[src/rtl/audio_effect_mixer_pkg.sv]
// audio_fx_pkg: shared types and helpers for audio_effect_mixer.
//   state_t      frame FSM states (IDLE, DISPATCH, WAIT, MIX, OUT)
//   acc_width()  mixing accumulator width for a given sample width / slot count
//   sat_max/min  signed saturation limits for a given sample width
//   DEF_SAT_*    saturation limits for the default 16-bit effect sample width
package audio_fx_pkg;

  typedef enum logic [2:0] {
    IDLE,
    DISPATCH,
    WAIT,
    MIX,
    OUT
  } state_t;

  // Dry sample plus every slot may be summed, so leave headroom for N_EFFECTS+1 terms.
  function automatic int unsigned acc_width(input int unsigned mem_w, input int unsigned n_eff);
    return mem_w + $clog2(n_eff + 2);
  endfunction

  function automatic int sat_max(input int unsigned mem_w);
    return (1 << (mem_w - 1)) - 1;
  endfunction

  function automatic int sat_min(input int unsigned mem_w);
    return -(1 << (mem_w - 1));
  endfunction

  localparam int DEF_SAT_MAX = sat_max(16);
  localparam int DEF_SAT_MIN = sat_min(16);

endpackage

[src/rtl/audio_effect_mixer_if.sv]
// audio_effect_mixer_if: bus between the mixer and its effect slots.
//   eff_data_in   mixer -> slots  truncated frame, ch0 in LSBs
//   eff_dv        mixer -> slots  1-cycle start strobe per slot
//   eff_done      slots -> mixer  1-cycle done strobe per slot
//   eff_data_out  slots -> mixer  slot results (slot k at k*N_CHANNELS*MEM_D_WIDTH), valid with eff_done
// Modports: master (mixer side), slave (effect side).
interface audio_effect_mixer_if #(
  parameter int unsigned MEM_D_WIDTH = 16,
  parameter int unsigned N_CHANNELS  = 2,
  parameter int unsigned N_EFFECTS   = 4
);

  logic [N_CHANNELS*MEM_D_WIDTH-1:0]           eff_data_in;
  logic [N_EFFECTS-1:0]                        eff_dv;
  logic [N_EFFECTS-1:0]                        eff_done;
  logic [N_EFFECTS*N_CHANNELS*MEM_D_WIDTH-1:0] eff_data_out;

  modport master (
    output eff_data_in,
    output eff_dv,
    input  eff_done,
    input  eff_data_out
  );

  modport slave (
    input  eff_data_in,
    input  eff_dv,
    output eff_done,
    output eff_data_out
  );

endinterface

[src/rtl/audio_effect_mixer_sat_trunc.sv]
// sat_trunc: combinational saturation of one channel's mix accumulator.
//   acc  in   ACC_W signed accumulator
//   out  out  D_WIDTH sample: saturated MEM_D_WIDTH value in the MSBs, zero padded below
module sat_trunc
  import audio_fx_pkg::*;
#(
  parameter int unsigned D_WIDTH     = 24,
  parameter int unsigned MEM_D_WIDTH = 16,
  parameter int unsigned ACC_W       = 19
) (
  input  logic signed [ACC_W-1:0] acc,
  output logic [D_WIDTH-1:0]      out
);

  localparam logic signed [ACC_W-1:0] HI = ACC_W'(sat_max(MEM_D_WIDTH));
  localparam logic signed [ACC_W-1:0] LO = ACC_W'(sat_min(MEM_D_WIDTH));

  logic [MEM_D_WIDTH-1:0] sat;

  always_comb begin
    if (acc > HI) begin
      sat = HI[MEM_D_WIDTH-1:0];
    end else if (acc < LO) begin
      sat = LO[MEM_D_WIDTH-1:0];
    end else begin
      sat = acc[MEM_D_WIDTH-1:0];
    end
    out = {sat, {(D_WIDTH - MEM_D_WIDTH){1'b0}}};
  end

endmodule

[src/rtl/audio_effect_mixer.sv]
// audio_effect_mixer: dispatches each received I2S frame to N_EFFECTS effect slots,
// sums the dry signal and the selected slot results with saturation, and returns
// the mixed frame for playback.
//   clk, reset    clock; asynchronous active-high reset
//   in_data/in_dv received frame (ch0 in LSBs, signed) and its 1-cycle strobe
//   sel           bit0 dry enable, bit k slot k-1 enable (latched per frame)
//   fx            effect-slot bus (audio_effect_mixer_if.master)
//   out_data/out_dv mixed frame and its 1-cycle strobe; out_data holds between strobes
//   busy          FSM not in IDLE
//   overrun       sticky: a frame arrived while busy and was dropped
//   timeout_err   sticky: a slot failed to answer within TIMEOUT WAIT cycles
// Optional feature: define AUDIO_MIX_TIMEOUT_EN to bound WAIT; otherwise WAIT is
// unbounded and timeout_err is tied low.
module audio_effect_mixer
  import audio_fx_pkg::*;
#(
  parameter int unsigned D_WIDTH     = 24,
  parameter int unsigned MEM_D_WIDTH = 16,
  parameter int unsigned N_CHANNELS  = 2,
  parameter int unsigned N_EFFECTS   = 4,
  parameter int unsigned TIMEOUT     = 255
) (
  input  logic                            clk,
  input  logic                            reset,
  input  logic [N_CHANNELS*D_WIDTH-1:0]   in_data,
  input  logic                            in_dv,
  input  logic [N_EFFECTS:0]              sel,
  audio_effect_mixer_if.master            fx,
  output logic [N_CHANNELS*D_WIDTH-1:0]   out_data,
  output logic                            out_dv,
  output logic                            busy,
  output logic                            overrun,
  output logic                            timeout_err
);

  localparam int unsigned ACC_W  = acc_width(MEM_D_WIDTH, N_EFFECTS);
  localparam int unsigned SLOT_W = N_CHANNELS * MEM_D_WIDTH;
  localparam int unsigned PAD_W  = D_WIDTH - MEM_D_WIDTH;

  state_t                              state_q, state_d;
  logic [N_EFFECTS:0]                  sel_q;
  logic [SLOT_W-1:0]                   eff_q;
  logic [N_EFFECTS-1:0]                pending_q;
  logic [N_EFFECTS*SLOT_W-1:0]         cap_q;

  logic [N_EFFECTS-1:0]                pend_eff, take, pend_next;
  logic                                to_hit;
  logic                                use_dry;
  logic [MEM_D_WIDTH-1:0]              dry;
  logic signed [ACC_W-1:0]             sum [N_CHANNELS];
  logic [D_WIDTH-1:0]                  sat_out [N_CHANNELS];

  // The I2S LSBs below the effect width are dropped by design.
  logic [N_CHANNELS*PAD_W-1:0]         lsb_bits;
  logic                                unused_lsbs;

  function automatic logic signed [ACC_W-1:0] sext(input logic [MEM_D_WIDTH-1:0] x);
    return {{(ACC_W - MEM_D_WIDTH){x[MEM_D_WIDTH-1]}}, x};
  endfunction

  for (genvar c = 0; c < N_CHANNELS; c++) begin : g_lsb
    assign lsb_bits[c*PAD_W +: PAD_W] = in_data[c*D_WIDTH +: PAD_W];
  end
  assign unused_lsbs = ^lsb_bits;

  assign fx.eff_data_in = eff_q;
  assign busy           = (state_q != IDLE);

  always_comb begin
    fx.eff_dv = '0;
    if (state_q == DISPATCH) begin
      fx.eff_dv = sel_q[N_EFFECTS:1];
    end
  end

  // In DISPATCH the pending register still holds the previous frame, so the
  // freshly selected mask is used directly; a done in that cycle already counts.
  always_comb begin
    pend_eff  = (state_q == DISPATCH) ? sel_q[N_EFFECTS:1] : pending_q;
    take      = '0;
    if (state_q == DISPATCH || state_q == WAIT) begin
      take = fx.eff_done & pend_eff;
    end
    pend_next = pend_eff & ~take;
  end

  // WAIT leaves on the same cycle the last pending done is seen, which gives
  // out_dv two cycles after the final eff_done.
  always_comb begin
    state_d = state_q;
    unique case (state_q)
      IDLE:     if (in_dv) state_d = DISPATCH;
      DISPATCH: state_d = WAIT;
      WAIT:     if (pend_next == '0 || to_hit) state_d = MIX;
      MIX:      state_d = OUT;
      OUT:      state_d = IDLE;
      default:  state_d = IDLE;
    endcase
  end

  // Slots still pending after a timeout fall back to the dry sample, counted once.
  always_comb begin
    use_dry = sel_q[0] | (|pending_q);
    dry     = '0;
    for (int unsigned c = 0; c < N_CHANNELS; c++) begin
      dry    = eff_q[c*MEM_D_WIDTH +: MEM_D_WIDTH];
      sum[c] = use_dry ? sext(dry) : '0;
      for (int unsigned k = 0; k < N_EFFECTS; k++) begin
        if (sel_q[k+1] && !pending_q[k]) begin
          sum[c] = sum[c] + sext(cap_q[(k*N_CHANNELS + c)*MEM_D_WIDTH +: MEM_D_WIDTH]);
        end
      end
    end
  end

  for (genvar c = 0; c < N_CHANNELS; c++) begin : g_sat
    sat_trunc #(
      .D_WIDTH     (D_WIDTH),
      .MEM_D_WIDTH (MEM_D_WIDTH),
      .ACC_W       (ACC_W)
    ) u_sat (
      .acc (sum[c]),
      .out (sat_out[c])
    );
  end

  always_ff @(posedge clk or posedge reset) begin
    if (reset) begin
      state_q   <= IDLE;
      sel_q     <= '0;
      eff_q     <= '0;
      pending_q <= '0;
      cap_q     <= '0;
      out_data  <= '0;
      out_dv    <= 1'b0;
      overrun   <= 1'b0;
    end else begin
      state_q <= state_d;
      out_dv  <= 1'b0;
      if (state_q == IDLE && in_dv) begin
        sel_q <= sel;
        for (int unsigned c = 0; c < N_CHANNELS; c++) begin
          eff_q[c*MEM_D_WIDTH +: MEM_D_WIDTH] <= in_data[c*D_WIDTH + PAD_W +: MEM_D_WIDTH];
        end
      end
      if (state_q != IDLE && in_dv) begin
        overrun <= 1'b1;
      end
      if (state_q == DISPATCH || state_q == WAIT) begin
        pending_q <= pend_next;
        for (int unsigned k = 0; k < N_EFFECTS; k++) begin
          if (take[k]) begin
            cap_q[k*SLOT_W +: SLOT_W] <= fx.eff_data_out[k*SLOT_W +: SLOT_W];
          end
        end
      end
      // Result registered on leaving MIX so it is presented during OUT.
      if (state_q == MIX) begin
        for (int unsigned c = 0; c < N_CHANNELS; c++) begin
          out_data[c*D_WIDTH +: D_WIDTH] <= sat_out[c];
        end
        out_dv <= 1'b1;
      end
    end
  end

`ifdef AUDIO_MIX_TIMEOUT_EN
  localparam int unsigned TW = $clog2(TIMEOUT + 1);
  logic [TW-1:0] wait_cnt;

  assign to_hit = (state_q == WAIT) && (wait_cnt == TW'(TIMEOUT));

  always_ff @(posedge clk or posedge reset) begin
    if (reset) begin
      wait_cnt    <= '0;
      timeout_err <= 1'b0;
    end else begin
      if (state_q == DISPATCH) begin
        wait_cnt <= '0;
      end else if (state_q == WAIT) begin
        wait_cnt <= wait_cnt + 1'b1;
      end
      if (to_hit && pend_next != '0) begin
        timeout_err <= 1'b1;
      end
    end
  end
`else
  assign to_hit      = 1'b0;
  assign timeout_err = 1'b0;
`endif

endmodule

[src/flat_wrapper.sv]
// flat-port wrapper written by rule: the top's interface ports become plain ports
module audio_effect_mixer_flat import audio_fx_pkg::*;
#(
  parameter int unsigned D_WIDTH     = 24,
  parameter int unsigned MEM_D_WIDTH = 16,
  parameter int unsigned N_CHANNELS  = 2,
  parameter int unsigned N_EFFECTS   = 4,
  parameter int unsigned TIMEOUT     = 255
)
  (clk, reset, in_data, in_dv, sel, out_data, out_dv, busy, overrun, timeout_err, fx_eff_data_in, fx_eff_dv, fx_eff_done, fx_eff_data_out);
  audio_effect_mixer_if #(.MEM_D_WIDTH(MEM_D_WIDTH), .N_CHANNELS(N_CHANNELS), .N_EFFECTS(N_EFFECTS)) fx_i ();
  input  logic clk;
  input  logic reset;
  input  logic [N_CHANNELS*D_WIDTH-1:0] in_data;
  input  logic in_dv;
  input  logic [N_EFFECTS:0] sel;
  output logic [N_CHANNELS*D_WIDTH-1:0] out_data;
  output logic out_dv;
  output logic busy;
  output logic overrun;
  output logic timeout_err;
  output wire logic [$bits(fx_i.eff_data_in)-1:0] fx_eff_data_in;
  output wire logic [$bits(fx_i.eff_dv)-1:0] fx_eff_dv;
  input wire logic [$bits(fx_i.eff_done)-1:0] fx_eff_done;
  input wire logic [$bits(fx_i.eff_data_out)-1:0] fx_eff_data_out;
  assign fx_eff_data_in = fx_i.eff_data_in;
  assign fx_eff_dv = fx_i.eff_dv;
  assign fx_i.eff_done = fx_eff_done;
  assign fx_i.eff_data_out = fx_eff_data_out;
  audio_effect_mixer #(.D_WIDTH(D_WIDTH), .MEM_D_WIDTH(MEM_D_WIDTH), .N_CHANNELS(N_CHANNELS), .N_EFFECTS(N_EFFECTS), .TIMEOUT(TIMEOUT)) u_core (.clk(clk), .reset(reset), .in_data(in_data), .in_dv(in_dv), .sel(sel), .fx(fx_i), .out_data(out_data), .out_dv(out_dv), .busy(busy), .overrun(overrun), .timeout_err(timeout_err));
endmodule
[config.mk]
export PLATFORM = sky130hd
export DESIGN_NAME = audio_effect_mixer_flat
export DESIGN_NICKNAME = d
export VERILOG_FILES = /design/src/rtl/audio_effect_mixer_pkg.sv /design/src/rtl/audio_effect_mixer_if.sv /design/src/rtl/audio_effect_mixer_sat_trunc.sv /design/src/rtl/audio_effect_mixer.sv /design/src/flat_wrapper.sv
export SDC_FILE = /design/constraint.sdc
export NUM_CORES = 1
export LEC_CHECK = 0
export CORE_ASPECT_RATIO = 0.5
export CORE_MARGIN = 2
export CORE_UTILIZATION = 43
export CTS_BUF_LIST = sky130_fd_sc_hd__clkbuf_4
export DETAILED_ROUTE_END_ITERATION = 6
export PLACE_DENSITY = 0.66
export SLEW_MARGIN = 20
export SYNTH_ARGS = -nofsm -noshare
export SYNTH_HDL_FRONTEND = slang
export SYNTH_HIERARCHICAL = 1
export SYNTH_SLANG_ARGS = --single-unit
[constraint.sdc]
create_clock -name clk -period 9.9 [get_ports clk]
set_clock_uncertainty 0.2 [all_clocks]
set_input_delay 1.485 -clock clk [delete_from_list [all_inputs] [get_ports clk]]
set_output_delay 1.485 -clock clk [all_outputs]
set_load 0.005 [all_outputs]
# Word-level counts from Yosys, hierarchy flattened
# Cells that the tools add are included.
[classes] add_sub_neg=8 n_eq_ne=5 bitwise_logic=4 n_lt_le_gt_ge=4 n_reduce_logical=20 n_mux=21
[ops] op="two-way mux 19 bit" count=10
[ops] op="adder 19 x 16 -> 19 bit" count=8
[ops] op="two-way mux 16 bit" count=4
[ops] op="greater-than comparator 19 x 16 -> 1 bit, second input constant" count=2
[ops] op="< comparator 19 x 16 -> 1 bit, second input constant" count=2
[ops] op="two-way mux 4 bit" count=3
[ops] op="one-hot mux 3 bit (4 select lines)" count=1
[ops] op="AND reduction 2 bit" count=5
[ops] op="bitwise AND 4 bit" count=2
[ops] op="equality test 3 x 2 -> 1 bit, second input constant" count=2
[ops] op="logical AND 1 bit" count=6
[ops] op="two-way mux 3 bit" count=2
[ops] op="zero test 1 bit" count=4
[ops] op="zero test 4 bit" count=1
[ops] op="inverter 4 bit" count=1
[ops] op="OR reduction 4 bit" count=1
[ops] op="equality test 3 x 1 -> 1 bit, second input constant" count=1
[ops] op="zero test 3 bit" count=1
[ops] op="nonzero test 3 bit" count=1
[ops] op="!= test 2 x 1 -> 1 bit, second input constant" count=1
[ops] op="!= test 2 bit, second input constant" count=1
[ops] op="logical OR 1 bit" count=1
[ops] op="two-way mux 1 bit" count=1
[ops] op="OR 1 bit" count=1
[totals] register_bits=206 word_cells=73 in_bits=188 out_inout_bits=88

# Depth between registers and ports, before layout
[logic_depth] ltp_word=14 ltp_mapped=48 mapped_depth_nobuf=43

# Hierarchy
# The synthesis kept the hierarchy.
[by_module_without_submodules] mod="audio_effect_mixer" seq_area_each_um2=5555.3 area_per_inst_um2=16978.8 instances=1 cells_each=1766
[by_module_without_submodules] mod="sat_trunc" seq_area_each_um2=0.0 area_per_inst_um2=437.9 instances=2 cells_each=65

# Worst setup path before layout
# No wires, ideal clock.
[synth_path] path_kind="register to register" startpoint="register u_core.pending_q[1]" endpoint="register u_core.out_data[13]" setup_ps=125 arrival_ps=8501 path_stages_with_launch=44 required_ps=9575 period_less_slack_ps=8825 slack_ps=1075 path_buffers=4 path_cell_list="dfrtp_1 -> nor3_4 -> nand2_2 -> buf_2 -> clkbuf_1 -> clkbuf_1 -> nand2_1 -> inv_1 -> ha_1 -> and2_1 -> maj3_2 -> a2111oi_4 -> xnor2_1 -> nand2_1 -> xnor2_1 -> inv_1 -> ha_1 -> o211ai_1 -> [8 not listed] -> o21ai_0 -> xor2_1 -> nor2_1 -> nor2_1 -> ha_1 -> a21o_1 -> a21o_1 -> nand2b_1 -> o21ai_0 -> a21oi_1 -> a31oi_1 -> xor2_1 -> nor2_1 -> xnor3_1 -> a21boi_4 -> buf_6 -> nor3_1 -> mux2_2"
[synth_lines] item="start: declaration" line="audio_effect_mixer.sv:43" text="logic [N_EFFECTS-1:0] pending_q;"
[synth_lines] item="start signal: assignment" line="audio_effect_mixer.sv:150" text="pending_q <= pend_next;"
[synth_lines] item="end signal: indexed assignment" line="audio_effect_mixer.sv:160" text="out_data[c*D_WIDTH +: D_WIDTH] <= sat_out[c];"
[synth_lines] item="end: declaration" line="audio_effect_mixer.sv:29" text="output logic [N_CHANNELS*D_WIDTH-1:0] out_data,"

==> impl_summary.md <==
Status
The flow ran to the end, and the final reports show no timing, DRC or antenna violations.

Place
The final RePlAce weighted congestion is approximately 0.9. The number of cells after detailed placement is 2620. The minimum setup slack after placement is ~0.38 ns. After detailed placement, the total cell area comes to around 21000 um2. The half-perimeter wire length of the detailed placement result is 36800 um. The number of input and output port buffers inserted is ~260.

Worst setup path
At the worst endpoint, the required time is just over 10 ns. Setup slack on the worst reg-to-reg path comes out at around 0.6 ns. The worst setup path is launched from a register. The depth of the most critical reg-to-reg path is 40. The maximum net fanout on the critical path is 15. The critical path's largest stage delay is ~0.45 ns. The critical path data arrival time is 9.73 ns. The most numerous cell on the critical path is sky130_fd_sc_hd__a21oi_1. STA classifies the critical path endpoint as a register. Among cell families on the critical path, the largest total delay comes from compound AO/OA/AOI/OAI gates.

The classification of the worst setup path is register to register. The worst register-to-register path ends at u_core/out_data[13]. The largest individual stage delay along the critical path comes from the cell sky130_fd_sc_hd__dfrtp_1. The startpoint identified for the worst register-to-register timing path is u_core/pending_q[1].

Together, buffers and inverters on the worst path number 2.

Clocking
The clock tree buffer depth is 3. The clock-pin slew on the worst setup and hold paths is 0.07 ns. The H-tree was split into 2 levels. The insertion delay of the later-clocked pin in the worst-skew pair is ~0.77 ns.

The CTS tree is yes. The buffer cell driving the clock tree root is sky130_fd_sc_hd__clkbuf_4. Clock tree synthesis inserted a total of between 50 and 60 buffers. CTS saw roughly 220 sinks. Hold repair after CTS inserted 0 buffers.

Synthesis
The number of distinct library cell variants in the gate-level netlist after synthesis is 91. By area, the combinational part of the netlist is dominated by compound AO/OA/AOI/OAI gates. Among all flip-flop cells after synthesis, the most frequent one is sky130_fd_sc_hd__dfrtp_1. Of all flip-flops after synthesis, the portion carrying an async set or reset was 1.000. The mapped cell area is roughly 18000 um2. Ranked by total cell area, the synthesized netlist is headed by sky130_fd_sc_hd__dfrtp_1, sky130_fd_sc_hd__mux2_2, sky130_fd_sc_hd__ha_1, sky130_fd_sc_hd__xnor2_1, sky130_fd_sc_hd__a21oi_1. The gate count after technology mapping is approximately 1.9k. The number of flops mapped to enable cells by yosys is 0. Of the post-synthesis cell area, the part taken by muxes is 0.1588. Of the synthesized area, sequential elements account for 0.3111. After synthesis the netlist holds a flip-flop and latch count of 222.

Of the total synthesized cell area, the portion taken by AND, OR, NAND and NOR gates is 0.1375. The library cell with the largest summed area after synthesis is sky130_fd_sc_hd__dfrtp_1. The compound-cell area share of the yosys netlist is 0.1816. The top cell type's share of synthesized area is 0.3111.

The Yosys warning count is 6. The post-synthesis share of cell area spent on full adders, half adders and majority gates is 0.1071. Dividing the synthesized area by the synthesized cell count gives 9.417 um2. Of the total synthesized cell area, the portion taken by XOR and XNOR cells is 0.06041.

Die
The die width is roughly 300 um. The number of top-level pins is ~280. The initial utilization of the core area, before any placement, comes to 0.4391. The area enclosed by the die boundary is 43270 um2. In this run the core area contains 52 standard-cell rows. In this run the standard cell core region covers approximately 41000 um2. The y dimension of the die is around 150 um.

Routing
The met1 routed wirelength after detailed routing is around 23000 um. After the first detailed-routing iteration, the DRC count stood at about 1.1k. The post-route antenna net violation count is 0. Wire segments on met2 add up to roughly 22000 um in the final route.

The vias after detailed routing is between 15k and 20k. The pre-antenna-repair detailed-routing pass consisted of 5 iterations. The top metal layer carrying routed signals is met5. The residual DRC count is 0.

The routed design uses roughly 3600 um of met3 wire. The ratio of routed vias to standard cells is 5.578. Dividing the detail-routed wire length by the instance count gives between 15 and 20 um. The final routed wirelength across all metal layers is slightly below 50000 um.

Timing
Once routing completed, OpenROAD measured the worst setup slack at 0.6134 ns. The count of pins over their slew limit is 0. The max-slew headroom at the worst pin is 0.2855.

The final hold violation count is 0. Setup repair after global routing left no endpoint under its margin. The setup-violating endpoint count in the final report is 0. Of the available clock period, the critical path in the final layout requires 0.9380.

The setup total negative slack is 0 ns. Subtracting the final worst setup slack from the clock period gives 9.287 ns. The slew at the pin closest to its max-slew limit is between 1 and 1.5 ns.

The maximum frequency from static timing analysis is ~110 MHz.

Cells and area
Compared with the post-synthesis result, the final layout area differs by 20.89%. Once layout is done, the placed cells without fillers occupy around 22000 um2. Once layout is complete, the cells apart from fillers number approximately 2.7k. The layout filler cell count is between 3k and 4k. The net count of the finished layout is between 2k and 2.5k. The fraction of layout instances using a drive strength above 1 is 0.1845.

Global route
The first global-routing pass estimated between 70000 and 80000 um of wire. The largest net degree at the start of global routing is 84. The number of antenna violations at the first check in global routing was 6. The number of global-route vias before repair is roughly 14k. The total global routing overflow is 0. Across every metal layer, demand over resource in global routing totals 0.2240.

Worst hold path
The path with the worst hold slack has its endpoint at u_core/overrun. The classification of the worst-slack hold path is register to register. The critical hold path startpoint is u_core/overrun. Counting instances, the worst hold path has a depth of 1.

Job
The tool flagged a number of max-cap violations equal to 0.
[worst max-delay path by stage]
stage	slack [ns]	startpoint	endpoint	depth (start not counted)
6_report	0.61	u_core/pending_q[1]	u_core/out_data[13]	40
5_1_grt	0.006	u_core/pending_q[1]	u_core/out_data[13]	41
4_1_cts	0.36	u_core/pending_q[1]	u_core/out_data[13]	38
3_5_place_dp	0.38	u_core/pending_q[1]	u_core/out_data[9]	38
3_3_place_gp	0.53	u_core/pending_q[1]	u_core/out_data[9]	38
2_1_floorplan	1.07	u_core/pending_q[1]	u_core/out_data[13]	43
[cell usage after synthesis (5+ instances only)]
master,instances
sky130_fd_sc_hd__mux2_2,234
sky130_fd_sc_hd__o211ai_1,8
sky130_fd_sc_hd__clkbuf_1,65
sky130_fd_sc_hd__o21ai_0,103
sky130_fd_sc_hd__nor3b_1,6
sky130_fd_sc_hd__a41oi_1,5
sky130_fd_sc_hd__a22o_1,5
sky130_fd_sc_hd__a21o_1,41
sky130_fd_sc_hd__nor2_1,135
sky130_fd_sc_hd__a21oi_1,122
sky130_fd_sc_hd__a31oi_1,22
sky130_fd_sc_hd__a21boi_0,33
sky130_fd_sc_hd__o21bai_1,10
sky130_fd_sc_hd__nand2b_1,26
sky130_fd_sc_hd__or3_1,12
sky130_fd_sc_hd__inv_1,55
sky130_fd_sc_hd__buf_1,11
sky130_fd_sc_hd__a31o_2,7
sky130_fd_sc_hd__xnor2_1,73
sky130_fd_sc_hd__o31ai_1,7
sky130_fd_sc_hd__nand3_1,15
sky130_fd_sc_hd__nor2b_1,13
sky130_fd_sc_hd__xor2_1,45
sky130_fd_sc_hd__o21a_1,28
sky130_fd_sc_hd__buf_4,17
sky130_fd_sc_hd__or2_2,6
sky130_fd_sc_hd__dfrtp_1,222
sky130_fd_sc_hd__a211oi_1,21
sky130_fd_sc_hd__and2_1,31
sky130_fd_sc_hd__nor4_1,35
sky130_fd_sc_hd__and3_1,17
sky130_fd_sc_hd__nor3_1,66
sky130_fd_sc_hd__buf_2,9
sky130_fd_sc_hd__fa_1,6
sky130_fd_sc_hd__o221ai_1,6
sky130_fd_sc_hd__buf_6,8
sky130_fd_sc_hd__o22ai_1,8
sky130_fd_sc_hd__nand2_1,107
sky130_fd_sc_hd__ha_1,140
sky130_fd_sc_hd__nand4_1,8
sky130_fd_sc_hd__mux2i_1,17
[layer usage]
layer	GRT usage	vias up
li1	-	7425
met2	0.3423	429
met1	0.3209	7247
met3	0.05111	58
met5	0	-
met4	0.05515	2
[cells by family (layout without fill, tap and decap cells)]
family                     Yosys count  in the layout
other                                3             22
DFF                                222            222
muxes                              253            253
AOI/OAI and AO/OA                  485            485
xor gates and xnor gates           120            120
adders and majority gates          150            150
and+or+nand+nor                    496            496
buffers and inverters              167            430
[worst register-to-register path: cells and delay by family, from the launching register on]
family	cells	cell delay (ns)
adder cells (fa/ha/maj)	5	1.64
flip-flops	1	0.45
AO/OA/AOI/OAI	16	3.68
buffers and inverters	2	0.14
AND/OR/NAND/NOR	10	1.37
XOR/XNOR	5	1.01
multiplexers	2	0.65
[cell usage in the layout, fill, tap and decap left out, types with 7 or more instances in the layout]
cell type,Yosys,routed
sky130_fd_sc_hd__clkdlybuf4s50_1,0,258
sky130_fd_sc_hd__mux2_2,234,234
sky130_fd_sc_hd__dfrtp_1,222,222
sky130_fd_sc_hd__ha_1,140,140
sky130_fd_sc_hd__nor2_1,135,130
sky130_fd_sc_hd__a21oi_1,122,121
sky130_fd_sc_hd__nand2_1,107,107
sky130_fd_sc_hd__o21ai_0,103,102
sky130_fd_sc_hd__clkbuf_4,0,80
sky130_fd_sc_hd__xnor2_1,73,70
sky130_fd_sc_hd__nor3_1,66,66
sky130_fd_sc_hd__inv_1,55,54
sky130_fd_sc_hd__xor2_1,45,45
sky130_fd_sc_hd__a21o_1,41,41
sky130_fd_sc_hd__nor4_1,35,35
sky130_fd_sc_hd__a21boi_0,33,33
sky130_fd_sc_hd__and2_1,31,31
sky130_fd_sc_hd__o21a_1,28,28
sky130_fd_sc_hd__nand2b_1,26,26
sky130_fd_sc_hd__buf_4,17,24
sky130_fd_sc_hd__a31oi_1,22,21
sky130_fd_sc_hd__a211oi_1,21,19
sky130_fd_sc_hd__and3_1,17,17
sky130_fd_sc_hd__conb_1,3,17
sky130_fd_sc_hd__mux2i_1,17,16
sky130_fd_sc_hd__nand3_1,15,15
sky130_fd_sc_hd__or3_1,12,12
sky130_fd_sc_hd__o21bai_1,10,10
sky130_fd_sc_hd__nor2b_1,13,9
sky130_fd_sc_hd__o22ai_1,8,8
sky130_fd_sc_hd__nand4_1,8,8
sky130_fd_sc_hd__o211ai_1,8,8
sky130_fd_sc_hd__clkinv_1,0,7
sky130_fd_sc_hd__o31ai_1,7,7
sky130_fd_sc_hd__a31o_2,7,7
[timing repair]
item	in CTS	in global routing
endpoints found under the setup margin	0	30
gates resized for setup	0	10
setup buffers	0	1
[through the flow]
stage                     utilization  hold WS (ns)
after floorplan                     -        0.2510
after global placement         0.5125        0.2408
after detailed placement       0.5125        0.2522
after CTS                      0.5284        0.2673
after global routing           0.5307        0.2968
final                          0.5308        0.2719
[registers in the layout (all words and copies together) (netlist names)]
| name | cells |
|---|---|
| u_core/out_dv | 1 |
| u_core/overrun | 1 |
| u_core/pending_q | 4 |
| u_core/out_data | 48 |
| u_core/fx.eff_data_in | 32 |
| u_core/sel_q | 5 |
| u_core/cap_q | 128 |
| u_core/state_q | 3 |
[layout make-up]
type	count	area [um2]	area share
Inverter	55	214.0	0.009912
Multi-Input combinational cell	1521	11700	0.5418
Timing Repair Buffer	283	2783	0.1289
Tap cell	540	675.6	0.03130
Clock inverter	12	48.80	0.002261
Clock buffer	80	600.6	0.02782
Antenna cell	5	12.51	0.0005797
Sequential cell	222	5555	0.2574
Power is not shown: default switching activity piles up to over one toggle a cycle in this logic, so the estimate is an artifact.
